<file path="config.mk">
export PLATFORM = sky130hd
export DESIGN_NAME = combo_sender
export DESIGN_NICKNAME = d
export VERILOG_FILES = /design/src/rtl/combo_sender_pkg.sv /design/src/rtl/combo_code_store.sv /design/src/rtl/combo_sender.sv
export SDC_FILE = /design/constraint.sdc
export NUM_CORES = 1
export LEC_CHECK = 0
export CORE_ASPECT_RATIO = 0.75
export CORE_MARGIN = 2
export CORE_UTILIZATION = 50
export CTS_BUF_LIST = sky130_fd_sc_hd__clkbuf_8
export DETAILED_ROUTE_END_ITERATION = 12
export PLACE_DENSITY_LB_ADDON = 0.08
export SKIP_CTS_REPAIR_TIMING = 1
export SYNTH_ARGS = -nofsm -noshare
export SYNTH_HDL_FRONTEND = slang
export SYNTH_SLANG_ARGS = --single-unit
export TNS_END_PERCENT = 1
</file>
<file path="constraint.sdc">
create_clock -name clk -period 5.7 [get_ports clk]
set_input_delay 1.71 -clock clk [delete_from_list [all_inputs] [get_ports clk]]
set_output_delay 1.71 -clock clk [all_outputs]
set_load 0.1 [all_outputs]
</file>
<file path="src/rtl/combo_sender_pkg.sv">
// Shared types and constants for the combination sender and its code store.
package combo_sender_pkg;

  localparam int unsigned DIGIT_W     = 4;
  localparam int unsigned IDX_W       = 3;
  localparam int unsigned WAIT_W      = 3;
  localparam int unsigned DEFAULT_LEN = 6;

  localparam logic [DIGIT_W-1:0] MAX_DIGIT = 4'd9;

  // Power-on combination 7,0,3,2,6,2; slot 0 sits in the least significant nibble.
  localparam logic [DEFAULT_LEN*DIGIT_W-1:0] DEFAULT_CODE =
    {4'd2, 4'd6, 4'd2, 4'd3, 4'd0, 4'd7};

  typedef enum logic [1:0] {
    ST_IDLE     = 2'd0,
    ST_SEND     = 2'd1,
    ST_WAIT_RES = 2'd2,
    ST_DONE     = 2'd3
  } state_t;

  // Reset value of a code slot; slots beyond the default length reset to 0.
  function automatic logic [DIGIT_W-1:0] default_digit(input int unsigned slot);
    if (slot < DEFAULT_LEN) begin
      return DEFAULT_CODE[slot*DIGIT_W +: DIGIT_W];
    end
    return '0;
  endfunction

endpackage

</file>
<file path="src/rtl/combo_code_store.sv">
// Combination register file with load validation and a write-forwarding read port.
module combo_code_store
  import combo_sender_pkg::*;
#(
  parameter int unsigned NUM_DIGITS = 6
) (
  input  logic               clk,
  input  logic               reset,
  input  logic               i_load_en,
  input  logic [IDX_W-1:0]   i_load_idx,
  input  logic [DIGIT_W-1:0] i_load_digit,
  input  logic               i_wr_allow,
  input  logic [IDX_W-1:0]   i_rd_idx,
  output logic [DIGIT_W-1:0] o_rd_digit,
  output logic               o_load_err
);

  logic [DIGIT_W-1:0] r_code [NUM_DIGITS];
  logic               r_load_err;
  logic               w_wr_ok;
  logic [DIGIT_W-1:0] w_rd_mem;

  assign w_wr_ok = i_load_en && i_wr_allow && (i_load_digit <= MAX_DIGIT) &&
                   (32'(i_load_idx) < NUM_DIGITS);

  // Read port forwards a same-cycle write so a start alongside a load sees the new digit.
  assign w_rd_mem   = (32'(i_rd_idx) < NUM_DIGITS) ? r_code[i_rd_idx] : '0;
  assign o_rd_digit = (w_wr_ok && (i_load_idx == i_rd_idx)) ? i_load_digit : w_rd_mem;
  assign o_load_err = r_load_err;

  // Code slots: restore default on reset, accept only validated loads.
  always_ff @(posedge clk or posedge reset) begin
    if (reset) begin
      for (int i = 0; i < NUM_DIGITS; i++) begin
        r_code[i] <= default_digit(i);
      end
    end else if (w_wr_ok) begin
      r_code[i_load_idx] <= i_load_digit;
    end
  end

  // One-cycle error pulse for any rejected load.
  always_ff @(posedge clk or posedge reset) begin
    if (reset) begin
      r_load_err <= 1'b0;
    end else begin
      r_load_err <= i_load_en && !w_wr_ok;
    end
  end

endmodule

</file>
<file path="src/rtl/combo_sender.sv">
// Sends the stored combination to a lock over a valid/ready link and records the verdict.
module combo_sender
  import combo_sender_pkg::*;
#(
  parameter int unsigned NUM_DIGITS  = 6,
  parameter int unsigned TIMEOUT_CYC = 4
) (
  input  logic               clk,
  input  logic               reset,
  input  logic               load_en,
  input  logic [IDX_W-1:0]   load_idx,
  input  logic [DIGIT_W-1:0] load_digit,
  input  logic               start,
  input  logic               abort,
  output logic [DIGIT_W-1:0] digit_out,
  output logic               digit_valid,
  input  logic               digit_ready,
  input  logic               lock_open,
  input  logic               lock_closed,
  output logic               busy,
  output logic               pass,
  output logic               fail,
  output logic               timeout,
  output logic               load_err
);

  state_t             r_state;
  logic [IDX_W-1:0]   r_index;
  logic [WAIT_W-1:0]  r_wait;
  logic [DIGIT_W-1:0] r_digit_out;
  logic               r_digit_valid;
  logic               r_busy;
  logic               r_pass;
  logic               r_fail;
  logic               r_timeout;

  logic               w_wr_allow;
  logic [IDX_W-1:0]   w_rd_idx;
  logic [DIGIT_W-1:0] w_rd_digit;
  logic               w_xfer;
  logic               w_last;
  logic               w_wait_hit;

  assign w_wr_allow = (r_state == ST_IDLE) || (r_state == ST_DONE);
  // Look one slot ahead while sending; slot 0 is fetched for the start edge.
  assign w_rd_idx   = (r_state == ST_SEND) ? (r_index + IDX_W'(1)) : '0;
  assign w_xfer     = r_digit_valid && digit_ready;
  assign w_last     = (r_index == IDX_W'(NUM_DIGITS - 1));
  assign w_wait_hit = (r_wait == WAIT_W'(TIMEOUT_CYC - 1));

  combo_code_store #(.NUM_DIGITS(NUM_DIGITS)) u_store (
    .clk          (clk),
    .reset        (reset),
    .i_load_en    (load_en),
    .i_load_idx   (load_idx),
    .i_load_digit (load_digit),
    .i_wr_allow   (w_wr_allow),
    .i_rd_idx     (w_rd_idx),
    .o_rd_digit   (w_rd_digit),
    .o_load_err   (load_err)
  );

  // Sequencer: state, counters and registered outputs; abort outranks handshake and verdict.
  always_ff @(posedge clk or posedge reset) begin
    if (reset) begin
      r_state       <= ST_IDLE;
      r_index       <= '0;
      r_wait        <= '0;
      r_digit_out   <= '0;
      r_digit_valid <= 1'b0;
      r_busy        <= 1'b0;
      r_pass        <= 1'b0;
      r_fail        <= 1'b0;
      r_timeout     <= 1'b0;
    end else begin
      case (r_state)
        ST_IDLE, ST_DONE: begin
          if (start) begin
            r_state       <= ST_SEND;
            r_index       <= '0;
            r_digit_out   <= w_rd_digit;
            r_digit_valid <= 1'b1;
            r_busy        <= 1'b1;
            r_pass        <= 1'b0;
            r_fail        <= 1'b0;
            r_timeout     <= 1'b0;
          end
        end
        ST_SEND: begin
          if (abort) begin
            r_state       <= ST_IDLE;
            r_index       <= '0;
            r_digit_out   <= '0;
            r_digit_valid <= 1'b0;
            r_busy        <= 1'b0;
          end else if (w_xfer) begin
            if (w_last) begin
              r_state       <= ST_WAIT_RES;
              r_index       <= '0;
              r_wait        <= '0;
              r_digit_out   <= '0;
              r_digit_valid <= 1'b0;
            end else begin
              r_index     <= r_index + IDX_W'(1);
              r_digit_out <= w_rd_digit;
            end
          end
        end
        ST_WAIT_RES: begin
          if (abort) begin
            r_state <= ST_IDLE;
            r_wait  <= '0;
            r_busy  <= 1'b0;
          end else if (lock_closed) begin
            r_state <= ST_DONE;
            r_wait  <= '0;
            r_busy  <= 1'b0;
            r_fail  <= 1'b1;
          end else if (lock_open) begin
            r_state <= ST_DONE;
            r_wait  <= '0;
            r_busy  <= 1'b0;
            r_pass  <= 1'b1;
          end else if (w_wait_hit) begin
            r_state   <= ST_DONE;
            r_wait    <= '0;
            r_busy    <= 1'b0;
            r_timeout <= 1'b1;
          end else begin
            r_wait <= r_wait + WAIT_W'(1);
          end
        end
        default: begin
          r_state <= ST_IDLE;
        end
      endcase
    end
  end

  assign digit_out   = r_digit_out;
  assign digit_valid = r_digit_valid;
  assign busy        = r_busy;
  assign pass        = r_pass;
  assign fail        = r_fail;
  assign timeout     = r_timeout;

endmodule

</file>
==> run metrics, run 1 <==
Top FF cell, synth dfrtp_1; metal3 WL between 150 and 200 um; via count 1,680; wire per inst around 17 um; top post-synthesis cells by area dfrtp_1 (36%), mux2_2 (15%), dfstp_2 (10%); Worst-Margin Slew ~990 ps; slew margin rel. 0.341; Fin Hold WS around 500 ps; Final Cycle Share 0.629; n_diodes 0; final worst slack roughly 2100 ps; CP max-delay cell nor3b_1; Final Core Density 0.594; Min-Delay Path Class register to register; Synth top area share 0.361; Worst Setup End Kind register; Seq cells post-synth between 40 and 50; Synth Warn # 0; Post-synth ARST share 1.00; Seq/Total Area, Yosys 0.465; Mapped Cells between 200 and 250; worst hold path depth 1; number of H-tree levels 2; gr ovfl total 0; initial antenna violation count 0; Worst Path Arrival between 3000 and 4000 ps; die width 82.1 um; Worst path max stage delay 650 ps; CP startpoint kind input port; outcome finished, final reports clean; hold path start digit_out[2]; Via density 5.83; Worst R2R Path Depth 6; Yosys top cell by area dfrtp_1; Setup Skew 2.77 ps; DRC 0; Core Region 4440 um^2; clock-pin slew on the worst setup and hold paths around 90 ps; endpoints failing setup 0; HPWL reported at the end of detailed placement around 3.6 mm; reg-to-reg startpoint r_index[0]; Total Wirelength slightly below 5 mm; WL met1 around 2.5 mm; TritonRoute pass-1 iters 4; Slew Viols, Final 0; largest family of logic cells by synthesized area multiplexers; mux share of post-synthesis cell area 0.170; clock latency on the worst-skew pair 300 ps; Synth cell types 49; worst slack at placement around 1800 ps; largest net degree at the start of global routing 43; IO Pins 25; clk buf depth 2; CTS Root Buffer Type clkbuf_8; fill cell count around 370; height of the die around 63 um; IO buf count 24; Post-Synth Adder-Cell Area 0.0328; WP data required between 5000 and 6000 ps; metal2 WL 2.20 mm; cell row count 21; maxcap violations 0; vias in the first global route 1,614; mean cell area of the mapped netlist approximately 11 um^2; RePlAce Congestion about 0.87; Crit Path Class input port to register; R2R Path End digit_out[3]; Max Clk Rate ~280 MHz; layout cells sized above 1 0.234; minimum clock period between 3000 and 4000 ps; clk sinks 42; compound-gate portion of the synthesized area 0.145; Synth Area in XOR/XNOR 0.0115; WHS Endpoint digit_out[2]; Die ar. a little over 5000 um^2; Num CTS Buffers 5; Mapped Area about 2300 um^2; FF-to-FF setup slack 3100 ps; Post-Syn Nets 229; Initial Util 0.515; simple-gate share of the synthesized area 0.128; Synth-to-Final Area Change 15.4%; Leak Pwr 1.14 nW; setup_tns 0 ps; # nets final approximately 250; crit path max fanout 8; Starting DRT DRC Count ~140; Final ANT Viol Nets 0; Max VDD drop slightly below 0.0003 V; Top Layer Used met4; final hold vios 0; CTS tree built; RSZ-0062 raised after global routing no; first-pass GRT wire length ~8.3 mm; Tot GR Track Use 0.212; worst path cell trace clkdlybuf4s50_1, o21ai_1, nand3_2, nor3b_1, mux2_2; Pwr Density between 500 and 600 nW/um^2; number of synthesized flops with an enable pin 0
[how the worst max path moves through the flow]
stage,endpoint,cells after the start,slack (ps),startpoint
final,u_store.r_code[7],5,2110,load_digit[1]
after detailed placement,u_store.r_code[7],5,1830,load_digit[1]
after floorplan,digit_out[2],6,2610,load_idx[2]
after CTS,digit_valid,1,2140,digit_valid
after global placement,u_store.r_code[4],5,1950,load_digit[1]
after global routing,u_store.r_code[7],5,2050,load_digit[1]
[registers in the layout (all words and copies together) (netlist names)]
signal,flops
fail,1
timeout,1
u_store.r_code,24
r_state,2
u_store.o_load_err,1
r_index,3
r_wait,3
digit_valid,1
busy,1
pass,1
digit_out,4
[per-stage QoR]
step,area (um^2),std cells,total power [mW]
final,2640,288,1.45
after global routing,2640,288,1.56
after CTS,2640,288,1.46
after detailed placement,2540,280,1.26
after global placement,2540,280,1.24
after floorplan,2290,208,1.11
[kinds of logic (layout without fill, tap and decap cells)]
kind of cell	Yosys count	count (layout)
flops	42	42
simple gates	51	51
compound gates	48	48
fa+ha+maj	6	6
mux	35	35
xor+xnor	3	3
buf+inv	23	46
[cells in the mapped netlist, types with 3 or more instances]
| library cell | n |
|---|---|
| dfrtp_1 | 33 |
| mux2_2 | 30 |
| nand2_1 | 14 |
| inv_1 | 13 |
| dfstp_2 | 9 |
| o21ai_0 | 9 |
| a21oi_1 | 8 |
| nand3_1 | 7 |
| ha_1 | 6 |
| nor2_1 | 6 |
| mux2i_1 | 5 |
| a31oi_1 | 4 |
| buf_2 | 4 |
| o22ai_1 | 4 |
| a221o_1 | 3 |
| clkbuf_1 | 3 |
| nand2b_1 | 3 |
| nand4_1 | 3 |
| nor2b_1 | 3 |
| o211ai_1 | 3 |
[power breakdown]
group | switching, mW | total, mW | internal [mW]
combinational | 0.448 | 0.747 | 0.299
sequential | 0.0703 | 0.506 | 0.435
clock | 0.112 | 0.200 | 0.0884
[cells in the final DEF, fill, tap and decap left out, types with 2 or more instances in the layout]
cell type	n
a31oi_1	4
o211ai_1	3
a21oi_1	8
mux2_2	30
clkbuf_8	5
o21ai_0	9
nand2_1	14
o31ai_1	2
or3_1	2
a32o_1	2
dfstp_2	9
a211o_1	2
xnor2_1	2
a221o_1	3
nand3_1	7
nand2b_1	3
inv_1	13
clkdlybuf4s50_1	24
and2_1	2
o2bb2ai_1	2
mux2i_1	5
o2111ai_1	2
dfrtp_1	33
nor3_1	2
ha_1	6
o22ai_1	4
nor2b_1	3
nor2_1	6
nand4_1	3
[cell type report]
cell class	instances	area, um^2	share of cell area
well taps	57	71.3	0.0270
flip-flops and latches	42	1060	0.403
clock inverters	3	25.0	0.00949
clock buffers	5	68.8	0.0261
inverters	13	48.8	0.0185
multi-input cells	143	1110	0.422
repair buffers	25	248	0.0939
[layer usage]
layer	vias up	track usage
met2	26	0.290
met5	-	0
met1	845	0.336
met4	0	0.0521
met3	7	0.0477
li1	802	-
[critical path: cells and delay by family]
family	cells	cell delay, ps
AO/OA/AOI/OAI	1	230
buffers and inverters	1	580
multiplexers	1	410
AND/OR/NAND/NOR	2	840
No activity file was read; power rests on OpenSTA's default activity.
==> inputs of run 2 (changes only) <==
==> constraint.sdc (replaced) <==
create_clock -name clk -period 3.4 [get_ports clk]
set_input_delay 1.02 -clock clk [delete_from_list [all_inputs] [get_ports clk]]
set_output_delay 1.02 -clock clk [all_outputs]
set_load 0.1 [all_outputs]
==> run 2 against run 1 <==
Wire length increased by 5.7%. Final area decreased by 0.24%. Setup slack got worse by 1500 ps. Sequential share of layout area increased by 0.096 points. Combinational power increased by 69%. Clock power increased by 51%. Non-clock buffer count increased by 4. Sequential power increased by 66%. First-iteration DRC count increased by 20%.
==> run metrics, run 2 (same netlist as run 1, synthesis figures left out) <==
CP Capture Point u_store.r_code[23]; Slew Viols, Final 0 (unchanged); Num CTS Buffers 5 (unchanged); die width 82.1 um (unchanged); hold path start u_store.r_code[8]; CP max-delay cell nor4_2; first-pass GRT wire length 8.65 mm (+4.8%); endpoints failing setup 0 (unchanged); Final Cycle Share 0.815; RSZ-0062 raised after global routing no; wire per inst 17.8 um (+4.3%); Worst Setup End Kind register; RePlAce Congestion 0.887 (+2.1%); maxcap violations 0 (unchanged); clk buf depth 2 (unchanged); Die ar. 5130 um^2 (unchanged); Pwr Density 914 nW/um^2 (+66%); layout cells sized above 1 0.285 (+0.0513); WP data required 3590 ps (-2300 ps); initial antenna violation count 0 (unchanged); R2R Path End digit_out[2]; worst path bufs/invs 1 (unchanged); HPWL reported at the end of detailed placement 3.93 mm (+8.3%); worst path cell trace clkdlybuf4s50_1, o21ai_1, nand3_2, nor4_2, mux2_2; Max VDD drop 0.000546 V (+85%); Total Wirelength 5.20 mm (+5.7%); CTS Root Buffer Type clkbuf_8; Max Clk Rate around 360 MHz; Min-Delay Path Class register to register; clock latency on the worst-skew pair 300 ps (about the same); Leak Pwr 1.18 nW (+3.6%); n_diodes 0 (unchanged); worst slack at placement 337 ps (-1490 ps); Crit Path Class input port to register; cell row count 21 (unchanged); CP Depth 5 (unchanged); height of the die 62.6 um (unchanged); delay-heaviest family, CP simple AND/OR/NAND/NOR gates; Setup Skew 7.60 ps (+4.83 ps); IO Pins 25 (unchanged); crit path max fanout 8 (unchanged); Tot GR Track Use 0.227 (+0.0148); Worst path max stage delay 570 ps (-80 ps); vias in the first global route 1,689 (+4.6%); Worst R2R Path Depth 7 (+1); IO buf count 24 (unchanged); # nets final 255 (+1.6%); CP startpoint kind input port; Starting DRT DRC Count 165 (+20%); largest net degree at the start of global routing 43 (unchanged); FF-to-FF setup slack 900 ps (-2200 ps); final hold vios 0 (unchanged); CTS tree built; Core Region 4440 um^2 (unchanged); Via density 5.91 (+1.3%); Worst setup startpoint load_digit[1]; Worst-Margin Slew 684 ps (-302 ps); Synth-to-Final Area Change 15.1%; max reg flops 24 (unchanged); most frequent cells in the layout dfrtp_1 (33), mux2_2 (30), buf_4 (15); minimum clock period between 2000 and 3000 ps; reg-to-reg startpoint r_state[1]; Final ANT Viol Nets 0 (unchanged); via count 1,726 (+2.7%); clock-pin slew on the worst setup and hold paths 80 ps (about the same); clk sinks 42 (unchanged); Top reg by flops u_store.r_code; number of H-tree levels 2 (unchanged); commonest non-fill, non-tap cell in the layout dfrtp_1; TritonRoute pass-1 iters 4 (unchanged); final worst slack 630 ps (-1480 ps); Worst Path Arrival 2960 ps (-820 ps); slew margin rel. 0.540 (+0.199); outcome finished, final reports clean; Initial Util 0.515 (unchanged); gr ovfl total 0 (unchanged); DRC 0 (unchanged); setup_tns 0 ps (unchanged)
==> run 2: changes by cell type in the layout (fill, tap and decap cells not counted) <==
cell / before / now
buf_4: 1 / 15
clkdlybuf4s50_1: 24 / 14
clkinv_2: 0 / 2
clkinv_4: 1 / 0
clkinvlp_4: 1 / 0
inv_1: 13 / 14
inv_6: 1 / 0
==> run 2: stage by stage <==
stage	power [mW]	hold WS, ps	area [um^2]	instances	utilization
2_1_floorplan	1.86	472	2290	208	-
5_1_grt	2.57	531	2630	292	0.593
3_3_place_gp	2.06	484	2550	284	0.574
3_5_place_dp	2.11	492	2550	284	0.574
6_report	2.41	509	2630	292	0.593
4_1_cts	2.41	511	2630	292	0.593
==> run 2: area by class of cell <==
type	instances	area, um^2
fill	377	1810
clock inverter	3	13.8
clock buffer	5	68.8
sequential	42	1060
timing repair buffer	29	253
inverter	13	48.8
multi-input combinational	143	1110
tap	57	71.3
==> run 2: routing by layer <==
| layer | vias to the layer above | track usage | wire length (um) |
|---|---|---|---|
| met2 | 46 | 0.307 | 2260 |
| met4 | 0 | 0.0875 | 99 |
| met5 | - | 0 | 0 |
| met1 | 856 | 0.348 | 2560 |
| li1 | 813 | - | - |
| met3 | 11 | 0.0520 | 277 |
==> run 2: how the worst min path moves through the flow <==
stage / slack [ps] / cells after the start / end
detailed placement: 490 / 1 / u_store.r_code[8]
CTS: 510 / 1 / u_store.r_code[19]
finish: 510 / 1 / u_store.r_code[8]
global route: 530 / 1 / u_store.r_code[2]
global placement: 480 / 1 / u_store.r_code[11]
floorplan: 470 / 1 / u_store.r_code[15]
==> run 2: worst register-to-register path, delay by kind of cell (launching register included) <==
kind / cells / cell delay, ps
compound gates: 1 / 280
xor+xnor: 1 / 190
fa+ha+maj: 1 / 610
buf+inv: 1 / 110
flops: 1 / 400
simple gates: 3 / 810
==> run 2: report_power, final <==
part | internal [mW] | switching [mW] | total [mW]
Clock | 0.139 | 0.164 | 0.303
Combinational | 0.498 | 0.763 | 1.26
Sequential | 0.730 | 0.111 | 0.841
Total | 1.37 | 1.04 | 2.41
==> inputs of run 3 (changes only) <==
==> constraint.sdc (replaced) <==
create_clock -name clk -period 2.22 [get_ports clk]
set_input_delay 0.666 -clock clk [delete_from_list [all_inputs] [get_ports clk]]
set_output_delay 0.666 -clock clk [all_outputs]
set_load 0.1 [all_outputs]
==> run 3 against run 2 <==
Sequential cell count unchanged. Via count increased by 3.5%. Sequential share of layout area decreased by 2.9 points. Register-to-register slack got worse by 790 ps. Clock skew increased by 2.2 ps. Clock power increased by 62%. Global-route usage about the same. Wire length increased by 1.9%. Final area increased by 7.8%. Utilization increased by 4.6 points. Critical path depth increased by 1. Hold slack got worse by 16 ps. Largest power group unchanged.
==> run metrics, run 3 (same netlist as run 1, synthesis figures left out) <==
outcome finished, final reports clean; CTS Root Buffer Type clkbuf_8; IO Pins 25 (unchanged); Synth-to-Final Area Change 24.1%; max reg flops 24 (unchanged); delay-heaviest family, CP simple AND/OR/NAND/NOR gates; TritonRoute pass-1 iters 4 (unchanged); Pwr Density 1400 nW/um^2 (+53%); Core Region 4440 um^2 (unchanged); cell row count 21 (unchanged); Gate power share 0.548 (+0.024); crit path max fanout 3 (-5); most frequent cells in the layout buf_4 (36), dfrtp_1 (33), mux2_2 (30); via count 1,786 (+3.5%); commonest non-fill, non-tap cell in the layout buf_4; number of H-tree levels 2 (unchanged); vias in the first global route 1,776 (+5.2%); Worst setup startpoint load_idx[1]; Num CTS Buffers 5 (unchanged); clock latency on the worst-skew pair 300 ps (about the same); worst hold path depth 2 (+1); IO buf count 24 (unchanged); CP startpoint kind input port; clk sinks 42 (unchanged); Clk network pwr share 0.124 (-0.002); Net Switching 1.67 mW (+61%); reg-to-reg startpoint r_index[0]; HPWL reported at the end of detailed placement 4.03 mm (+2.6%); layout cells sized above 1 0.353 (+0.0676); height of the die 62.6 um (unchanged); minimum clock period around 2100 ps; final hold vios 0 (unchanged); Final ANT Viol Nets 0 (unchanged); # nets final 278 (+9.0%); maxcap violations 0 (unchanged); Total Wirelength 5.29 mm (+1.9%); Max Clk Rate about 470 MHz; Min-Delay Path Class register to register; Crit Path Class input port to register; Worst-Margin Slew 428 ps (-257 ps); gr ovfl total 0 (unchanged); Die ar. 5130 um^2 (unchanged); RePlAce Congestion 0.934 (+5.4%); worst path cell trace clkdlybuf4s50_1, and2b_1, nand4_1, o31a_1, or3_1, a32o_1; wire per inst 16.8 um (-5.6%); die width 82.1 um (unchanged); Int Pwr 2.29 mW (+67%); largest net degree at the start of global routing 43 (unchanged); Final Core Density 0.639 (+0.0462); CP Depth 6 (+1); clk buf depth 2 (unchanged); slew margin rel. 0.712 (+0.172); hold path start digit_out[0]; DRC 0 (unchanged); Power, Total 3.96 mW (+65%); Slew Viols, Final 0 (unchanged); Final Cycle Share 0.957; Starting DRT DRC Count 149 (-9.7%); Via density 5.67 (-4.1%); Top reg by flops u_store.r_code; CP max-delay cell clkdlybuf4s50_1; worst path bufs/invs 1 (unchanged); Worst path max stage delay 480 ps (-90 ps); Tot GR Track Use 0.226 (about the same); Initial Util 0.515 (unchanged); sw frac 0.423 (-0.00894); Worst Setup End Kind register; Leak Pwr 1.29 nW (+9.8%); initial antenna violation count 0 (unchanged); FF-to-FF setup slack 110 ps (-790 ps); first-pass GRT wire length 8.72 mm (+0.80%); WP data required 2410 ps (-1180 ps); Max VDD drop 0.000701 V (+28%); CTS tree built; Setup Skew 9.79 ps (+2.19 ps); Worst R2R Path Depth 6 (-1); clock-pin slew on the worst setup and hold paths 90 ps (about the same); endpoints failing setup 0 (unchanged); n_diodes 0 (unchanged); Worst Path Arrival 2320 ps (-640 ps); RSZ-0062 raised after global routing no; sequential share of power 0.328 (-0.022)
==> run 3: cell types whose count changed in the layout (fill, tap and decap cells not counted), sizes merged <==
cell / change
inv: -1
clkinvlp: +1
buf: +23
==> run 3: final timing paths <==
check | to
max | digit_out[2]
min | digit_out[0]
max reg2reg | digit_out[2]
min reg2reg | digit_out[0]
max in group asynchronous | u_store.r_code[22]
min in group asynchronous | u_store.r_code[14]
==> run 3: layer usage <==
layer,track usage,part of all wire,vias up
met1,0.341,0.51,883
li1,-,-,858
met5,0,0,-
met3,0.0491,0.028,8
met2,0.323,0.45,37
met4,0.0708,0.016,0
==> run 3: worst min-delay path, stage by stage (launching register included) <==
cell,delay [ps]
dfrtp_1,350
nand2_1,60
nand3_1,60
==> run 3: layout make-up <==
cell class                 count  area (um^2)
timing repair buffer          52          450
inverter                      13         48.8
clock buffer                   5         68.8
multi-input combinational    143         1110
sequential                    42         1060
tap                           57         71.3
fill                         362         1600
clock inverter                 3         21.3
==> run 3: power groups by stage <==
stage               clock, mW  combinational [mW]  sequential, mW
CTS                     0.508                2.17            1.30
floorplan                   0                1.24            1.61
detailed placement          0                2.15            1.31
finish                  0.492                2.17            1.30
global placement            0                2.10            1.29
global route            0.548                2.34            1.33
==> run 3: stage by stage <==
stage          setup TNS [ps]  cell area [um^2]  instances  setup slack (ps)  hold slack (ps)
3_3_place_gp            -2010              2750        307              -135              470
3_5_place_dp            -3740              2750        307              -220              474
4_1_cts                     0              2840        315              86.6              493
5_1_grt                     0              2840        315              2.27              522
2_1_floorplan               0              2290        208               146              472
6_report                    0              2840        315              95.3              493
